File: src/rtl/cpu_bus_pkg.sv
// Shared definitions for the host parallel read bus front end.
// Holds the address map of the read sources, the read sequencer state
// encoding and the byte returned on an axis read timeout.
package cpu_bus_pkg;

    // Addr[7:4] values selecting a read source
    localparam logic [3:0]  ADDR_XIN       = 4'h1;
    localparam logic [3:0]  ADDR_AXIS_BASE = 4'h3;
    localparam int unsigned NUM_AXIS       = 8;
    localparam logic [3:0]  ADDR_AXIS_LAST = ADDR_AXIS_BASE + 4'(NUM_AXIS - 1);

    localparam logic [7:0]  ERR_BYTE_DEFAULT = 8'hEE;

    typedef enum logic [1:0] {
        IDLE,
        REQ,
        WAIT,
        HOLD
    } rd_state_e;

    function automatic logic is_axis(input logic [3:0] hi);
        return (hi >= ADDR_AXIS_BASE) && (hi <= ADDR_AXIS_LAST);
    endfunction

    function automatic logic [2:0] axis_index(input logic [3:0] hi);
        return 3'(hi - ADDR_AXIS_BASE);
    endfunction

endpackage

File: src/rtl/cpu_rd_sequencer_sync_edge.sv
// sync_edge: multi-flop synchroniser for an asynchronous active-low strobe,
// plus a registered falling-edge pulse on the synchronised level.
// Ports:
//   clk, rst_n : clock, synchronous active-low reset
//   din        : asynchronous input
//   sync       : synchronised level (resets to 1, i.e. strobe inactive)
//   fall       : one-cycle pulse, one clk after sync goes 1 -> 0
module sync_edge #(
    parameter int unsigned SYNC_STAGES = 2
) (
    input  logic clk,
    input  logic rst_n,
    input  logic din,
    output logic sync,
    output logic fall
);

    logic [SYNC_STAGES-1:0] ff_q;
    logic                   prev_q;
    logic                   fall_q;

    always_ff @(posedge clk) begin
        if (!rst_n) begin
            ff_q   <= '1;
            prev_q <= 1'b1;
            fall_q <= 1'b0;
        end else begin
            ff_q   <= {ff_q[SYNC_STAGES-2:0], din};
            prev_q <= ff_q[SYNC_STAGES-1];
            fall_q <= prev_q & ~ff_q[SYNC_STAGES-1];
        end
    end

    assign sync = ff_q[SYNC_STAGES-1];
    assign fall = fall_q;

endmodule

File: src/rtl/cpu_rd_sequencer.sv
// cpu_rd_sequencer: clk-domain front end for the host parallel read bus.
// Synchronises RD/CS_n, decodes Addr[7:4] to Xin, an axis core or nothing,
// runs a request/ack read against the selected axis with a timeout and holds
// the returned byte on DQ_out for the rest of the strobe.
// Ports:
//   clk, rst_n       : clock, synchronous active-low reset
//   RD, CS_n         : asynchronous host strobes (active-low)
//   Addr, Xin        : host address, digital input port
//   axis_ack/data    : per-axis acknowledge and read byte
//   rd_req, sub_addr : one-hot one-cycle request and latched Addr[3:0]
//   DQ_out, DQ_oe    : read data and pad output enable
//   busy             : sequencer not in IDLE
//   timeout_err      : sticky timeout flag, cleared by err_clr
module cpu_rd_sequencer
    import cpu_bus_pkg::*;
#(
    parameter int unsigned SYNC_STAGES = 2,
    parameter int unsigned TIMEOUT     = 15,
    parameter logic [7:0]  ERR_BYTE    = ERR_BYTE_DEFAULT
) (
    input  logic        clk,
    input  logic        rst_n,
    input  logic        RD,
    input  logic        CS_n,
    input  logic [7:0]  Addr,
    input  logic [7:0]  Xin,
    input  logic [7:0]  axis_ack,
    input  logic [63:0] axis_data,
    output logic [7:0]  rd_req,
    output logic [3:0]  sub_addr,
    output logic [7:0]  DQ_out,
    output logic        DQ_oe,
    output logic        busy,
    output logic        timeout_err,
    input  logic        err_clr
);

    logic rd_s, rd_fall;
    logic cs_s, cs_fall_unused;

    sync_edge #(.SYNC_STAGES(SYNC_STAGES)) u_sync_rd (
        .clk  (clk),
        .rst_n(rst_n),
        .din  (RD),
        .sync (rd_s),
        .fall (rd_fall)
    );

    sync_edge #(.SYNC_STAGES(SYNC_STAGES)) u_sync_cs (
        .clk  (clk),
        .rst_n(rst_n),
        .din  (CS_n),
        .sync (cs_s),
        .fall (cs_fall_unused)
    );

    rd_state_e  state_q, state_d;
    logic [2:0] idx_q, idx_d;
    logic [3:0] sub_addr_q, sub_addr_d;
    logic [7:0] dq_q, dq_d;
    logic [7:0] cnt_q, cnt_d;
    logic       err_q, err_d, err_set;
    logic       oe_q;

    always_ff @(posedge clk) begin
        if (!rst_n) begin
            state_q    <= IDLE;
            idx_q      <= '0;
            sub_addr_q <= '0;
            dq_q       <= '0;
            cnt_q      <= '0;
            err_q      <= 1'b0;
            oe_q       <= 1'b0;
        end else begin
            state_q    <= state_d;
            idx_q      <= idx_d;
            sub_addr_q <= sub_addr_d;
            dq_q       <= dq_d;
            cnt_q      <= cnt_d;
            err_q      <= err_d;
            // Pad drive follows the strobes directly, independent of the FSM
            oe_q       <= ~rd_s & ~cs_s;
        end
    end

    always_comb begin
        state_d    = state_q;
        idx_d      = idx_q;
        sub_addr_d = sub_addr_q;
        dq_d       = dq_q;
        cnt_d      = cnt_q;
        err_set    = 1'b0;
        rd_req     = '0;

        unique case (state_q)
            IDLE: begin
                // Falls seen outside IDLE are simply never looked at
                if (rd_fall && !cs_s) begin
                    sub_addr_d = Addr[3:0];
                    if (Addr[7:4] == ADDR_XIN) begin
                        dq_d    = Xin;
                        state_d = HOLD;
                    end else if (is_axis(Addr[7:4])) begin
                        idx_d   = axis_index(Addr[7:4]);
                        state_d = REQ;
                    end else begin
                        dq_d    = 8'h00;
                        state_d = HOLD;
                    end
                end
            end
            REQ: begin
                cnt_d = '0;
                if (rd_s) begin
                    state_d = IDLE;
                end else begin
                    rd_req  = 8'(1) << idx_q;
                    state_d = WAIT;
                end
            end
            WAIT: begin
                // Abort beats ack; ack beats timeout
                if (rd_s) begin
                    state_d = IDLE;
                end else if (axis_ack[idx_q]) begin
                    dq_d    = axis_data[{idx_q, 3'b000} +: 8];
                    state_d = HOLD;
                end else if (cnt_q == 8'(TIMEOUT - 1)) begin
                    dq_d    = ERR_BYTE;
                    err_set = 1'b1;
                    state_d = HOLD;
                end else begin
                    cnt_d = cnt_q + 8'd1;
                end
            end
            HOLD: begin
                if (rd_s) begin
                    state_d = IDLE;
                end
            end
            default: state_d = IDLE;
        endcase

        if (err_clr) begin
            err_d = 1'b0;
        end else if (err_set) begin
            err_d = 1'b1;
        end else begin
            err_d = err_q;
        end
    end

    assign sub_addr    = sub_addr_q;
    assign DQ_out      = dq_q;
    assign DQ_oe       = oe_q;
    assign busy        = (state_q != IDLE);
    assign timeout_err = err_q;

endmodule
File: config.mk
export PLATFORM = sky130hd
export DESIGN_NAME = cpu_rd_sequencer
export DESIGN_NICKNAME = d
export VERILOG_FILES = /design/src/rtl/cpu_bus_pkg.sv /design/src/rtl/cpu_rd_sequencer_sync_edge.sv /design/src/rtl/cpu_rd_sequencer.sv
export SDC_FILE = /design/constraint.sdc
export NUM_CORES = 1
export LEC_CHECK = 0
export CAP_MARGIN = 25
export CORE_UTILIZATION = 35
export CTS_CLUSTER_SIZE = 40
export DETAILED_ROUTE_END_ITERATION = 10
export PLACE_DENSITY = 0.79
export SLEW_MARGIN = 20
export SYNTH_ARGS = -nofsm -noshare
export SYNTH_HDL_FRONTEND = slang
export SYNTH_SLANG_ARGS = --single-unit
File: constraint.sdc
create_clock -name clk -period 2.1 [get_ports clk]
set_clock_uncertainty 0.05 [all_clocks]
set_input_delay 0.525 -clock clk [delete_from_list [all_inputs] [get_ports clk]]
set_output_delay 0.525 -clock clk [all_outputs]
set_load 0.005 [all_outputs]
==> results of run 1 <==
-- worst max-delay path: cells and delay by family, from the launching register on --
kind	cells	cell delay [ps]
flops	1	370
mux	2	790
compound gates	1	250
simple gates	2	530
-- report_power, final --
group / internal [W] / switching (W) / total (W)
Combinational: 0.000201 / 0.0000714 / 0.000272
Clock: 0.000228 / 0.000234 / 0.000462
Sequential: 0.000630 / 0.00000283 / 0.000633
Total: 0.00106 / 0.000308 / 0.00137
-- logic make-up after synthesis --
logic type | Yosys count
adders and majority gates | 5
muxes | 27
xor gates and xnor gates | 2
buffers and inverters | 21
and+or+nand+nor | 80
DFF | 33
AOI/OAI and AO/OA | 42
-- timing repair --
action                     in CTS  in global routing
setup buffers                   3                  1
gates resized for setup        41                 25
gates cloned                    0                  0
hold buffers                    0                  0
pin swaps                       5                 14
setup endpoints to repair      24                 24
-- per-stage QoR --
stage / setup WS [ps] / hold WS [ps]
after floorplan: -177 / 336
after global placement: -632 / 345
after detailed placement: -737 / 350
after CTS: -32.1 / 355
after global routing: -56.1 / 377
final: 4.61 / 362
-- final timing paths --
path                                                  start                         to  slack [ps]  cells past startpoint
worst min-delay path            u_sync_rd.prev_q$_SDFF_PN1_  u_sync_rd.fall$_SDFF_PN0_         360                      2
worst max-delay path                  idx_q[0]$_SDFFE_PN0P_     DQ_out[3]$_SDFFE_PN0P_           5                      5
worst min register to register  u_sync_rd.prev_q$_SDFF_PN1_  u_sync_rd.fall$_SDFF_PN0_         360                      2
worst max register to register        idx_q[0]$_SDFFE_PN0P_     DQ_out[3]$_SDFFE_PN0P_           5                      5
-- cell usage after synthesis, types with 2 or more instances --
master     n
o21ai_0    8
xnor2_1    2
o221a_1    6
nand4_1    2
nand2_1   19
a22oi_1    6
a211oi_1   2
nand3_1    3
mux4_2    18
nor2b_1    4
ha_1       5
nor3_1     5
clkbuf_1   6
mux2i_1    6
buf_2      2
a21oi_1    9
a32oi_1    2
inv_1     10
a211oi_2   2
mux2_2     2
buf_6      2
nand2b_1  10
and2_1     2
nor4b_1    2
nor2_1    21
or3_1      7
dfxtp_1   33
-- sequential cells by signal, indices dropped and copies added, names as in the netlist, 2 cells and up --
signal / flops
DQ_out: 8
cnt_q: 8
sub_addr: 4
idx_q: 3
state_q: 2
u_sync_cs.ff_q: 2
u_sync_rd.ff_q: 2
-- per-layer routing --
| metal | vias up | GRT usage [%] | routed length, microns |
|---|---|---|---|
| met2 | 73 | 36.0 | 3470 |
| met1 | 1011 | 26.8 | 2700 |
| li1 | 1059 | - | - |
| met3 | 13 | 5.75 | 430 |
| met4 | 0 | 7.59 | 104 |
| met5 | - | 0 | 0 |
-- cell type report --
class                           count  share of cell area (%)
Tap cell                           72                    2.49
Sequential cell                    33                    18.4
Inverter                           10                    1.04
Clock buffer                        5                    1.90
Clock inverter                      3                   0.484
Multi-Input combinational cell    156                    38.6
Timing Repair Buffer              143                    37.1
==> impl_metrics.ini, run 1 <==
[global_route]
grt_pass1_wl_microns = 10300
grt_pass1_vias = 2160
antenna_found_initial = 0
grt_overflow = 0
grt_max_degree = 23
grtUsageTotal_pct = 21.6

[floorplan]
num_rows = 27
start_util_pct = 37.0
dieArea_sq_um = 6200
die-width_microns = 78.7
die_y_microns = 78.7
pin_count = 116
core_sq_um = 5570

[critical_path]
crit_arrival_ps = 2220
path_cells = mux4_2, mux2_4, or3_4, and2_4, o221a_1
critPathMaxStageDelay_ps = 490
crit_type = reg2reg
start_kind = register
path_max_fanout = 8
crit_required_ps = 2230
cpMaxStageDelayCell = mux4_2
endpoint_kind = register

[clocking]
htree_levels = 2
cts_buffer_depth = 2
clock_tree.root_cell = clkbuf_8
clk_pin_slew_ps = 70
cts.sinks = 33
cts_buffers = 5
clock_latency_ps = 280
cts_tree = built

[layout]
drive_above_1_share_pct = 24.0
final_area_sq_um = 3620
syn_to_final_growth_pct = 75.7
final_common_cell = clkdlybuf4s50_1
final_util_pct = 65.0
num-fill-cells = 448
layout_common_cells = clkdlybuf4s50_1 (97), dfxtp_1 (31), buf_4 (27)
fin_nets = 447
final_cell_count_no_fill = 422
seqCellArea_sq_um = 666
antenna_cells = 0
multi_input_area_sq_um = 1400

[min_path]
hold_path_class = reg2reg

[logic_synthesis]
synth_fa_ha_area_share_pct = 3.04
yosysWarningCount = 0
synth_seq_cells = 33
synthFlopType = dfxtp_1
mappedNetlistNets = 308
synth_top_family_by_area = multiplexers
synthXorXnorAreaFrac_pct = 0.850
synth_area_leader_cell = dfxtp_1
yosys.area_share.simple_pct = 19.7
syn-cell-area_sq_um = 2060
synth-compound-area-share_pct = 15.2
synth_cells = 210
yosysSeqAreaShare_pct = 32.1
synth_top_area_share_pct = 32.1
synth-edff-count = 0
synth_area_leaders = dfxtp_1 (32%), mux4_2 (20%), nor2_1 (3.8%), nand2_1 (3.5%), o221a_1 (3.3%)
synthMuxAreaShare_pct = 24.4
syn_area_per_cell_sq_um = 9.81
synthDistinctLibCells = 41
synthArstFlopShare_pct = 0

[timing]
finalCriticalPeriod_ps = 2100
timing_worst_slew_pin_value_ps = 485
finalHoldViolCount = 0
fin_crit_sh_pct = 99.8
fin_tns_setup_ps = 0
slew_headroom_pct = 67.6
rsz0062_at_grt = true
finalSetupViolCount = 0
slew_violations = 0
fmax_mhz = 477

[placement]
dp_hpwl_microns = 5260
placed_cell_area_sq_um = 3420
gp_congestion = 0.848
dp.cells = 410
io_buffers = 115

[drt]
wl_microns = 6710
first_iter_violations = 126
dr.pass1.iters = 4
wl_per_cell_microns = 15.9
via_count = 2156
via_per_inst = 5.11
drc = 0
ant_nets = 0

[power_and_ir_drop]
p_per_area_nw_per_um2 = 378
p_leak_nw = 1.42
finalPower_w = 0.00137
ir_drop_mv = 0.382

[flow_run]
drv_cap = 0

[outcome]
status = finished clean
(Power assumes the default switching activity.)
==> run 2, diff against run 1 <==
--- a/config.mk
+++ b/config.mk
@@ -5,6 +5,7 @@
 export SDC_FILE = /design/constraint.sdc
 export NUM_CORES = 1
 export LEC_CHECK = 0
+export ABC_CLOCK_PERIOD_IN_PS = 2100
 export CAP_MARGIN = 25
 export CORE_UTILIZATION = 35
 export CTS_CLUSTER_SIZE = 40
==> results of run 2 <==
Same layout as run 1: the final DEF is identical, and so are final timing and power.
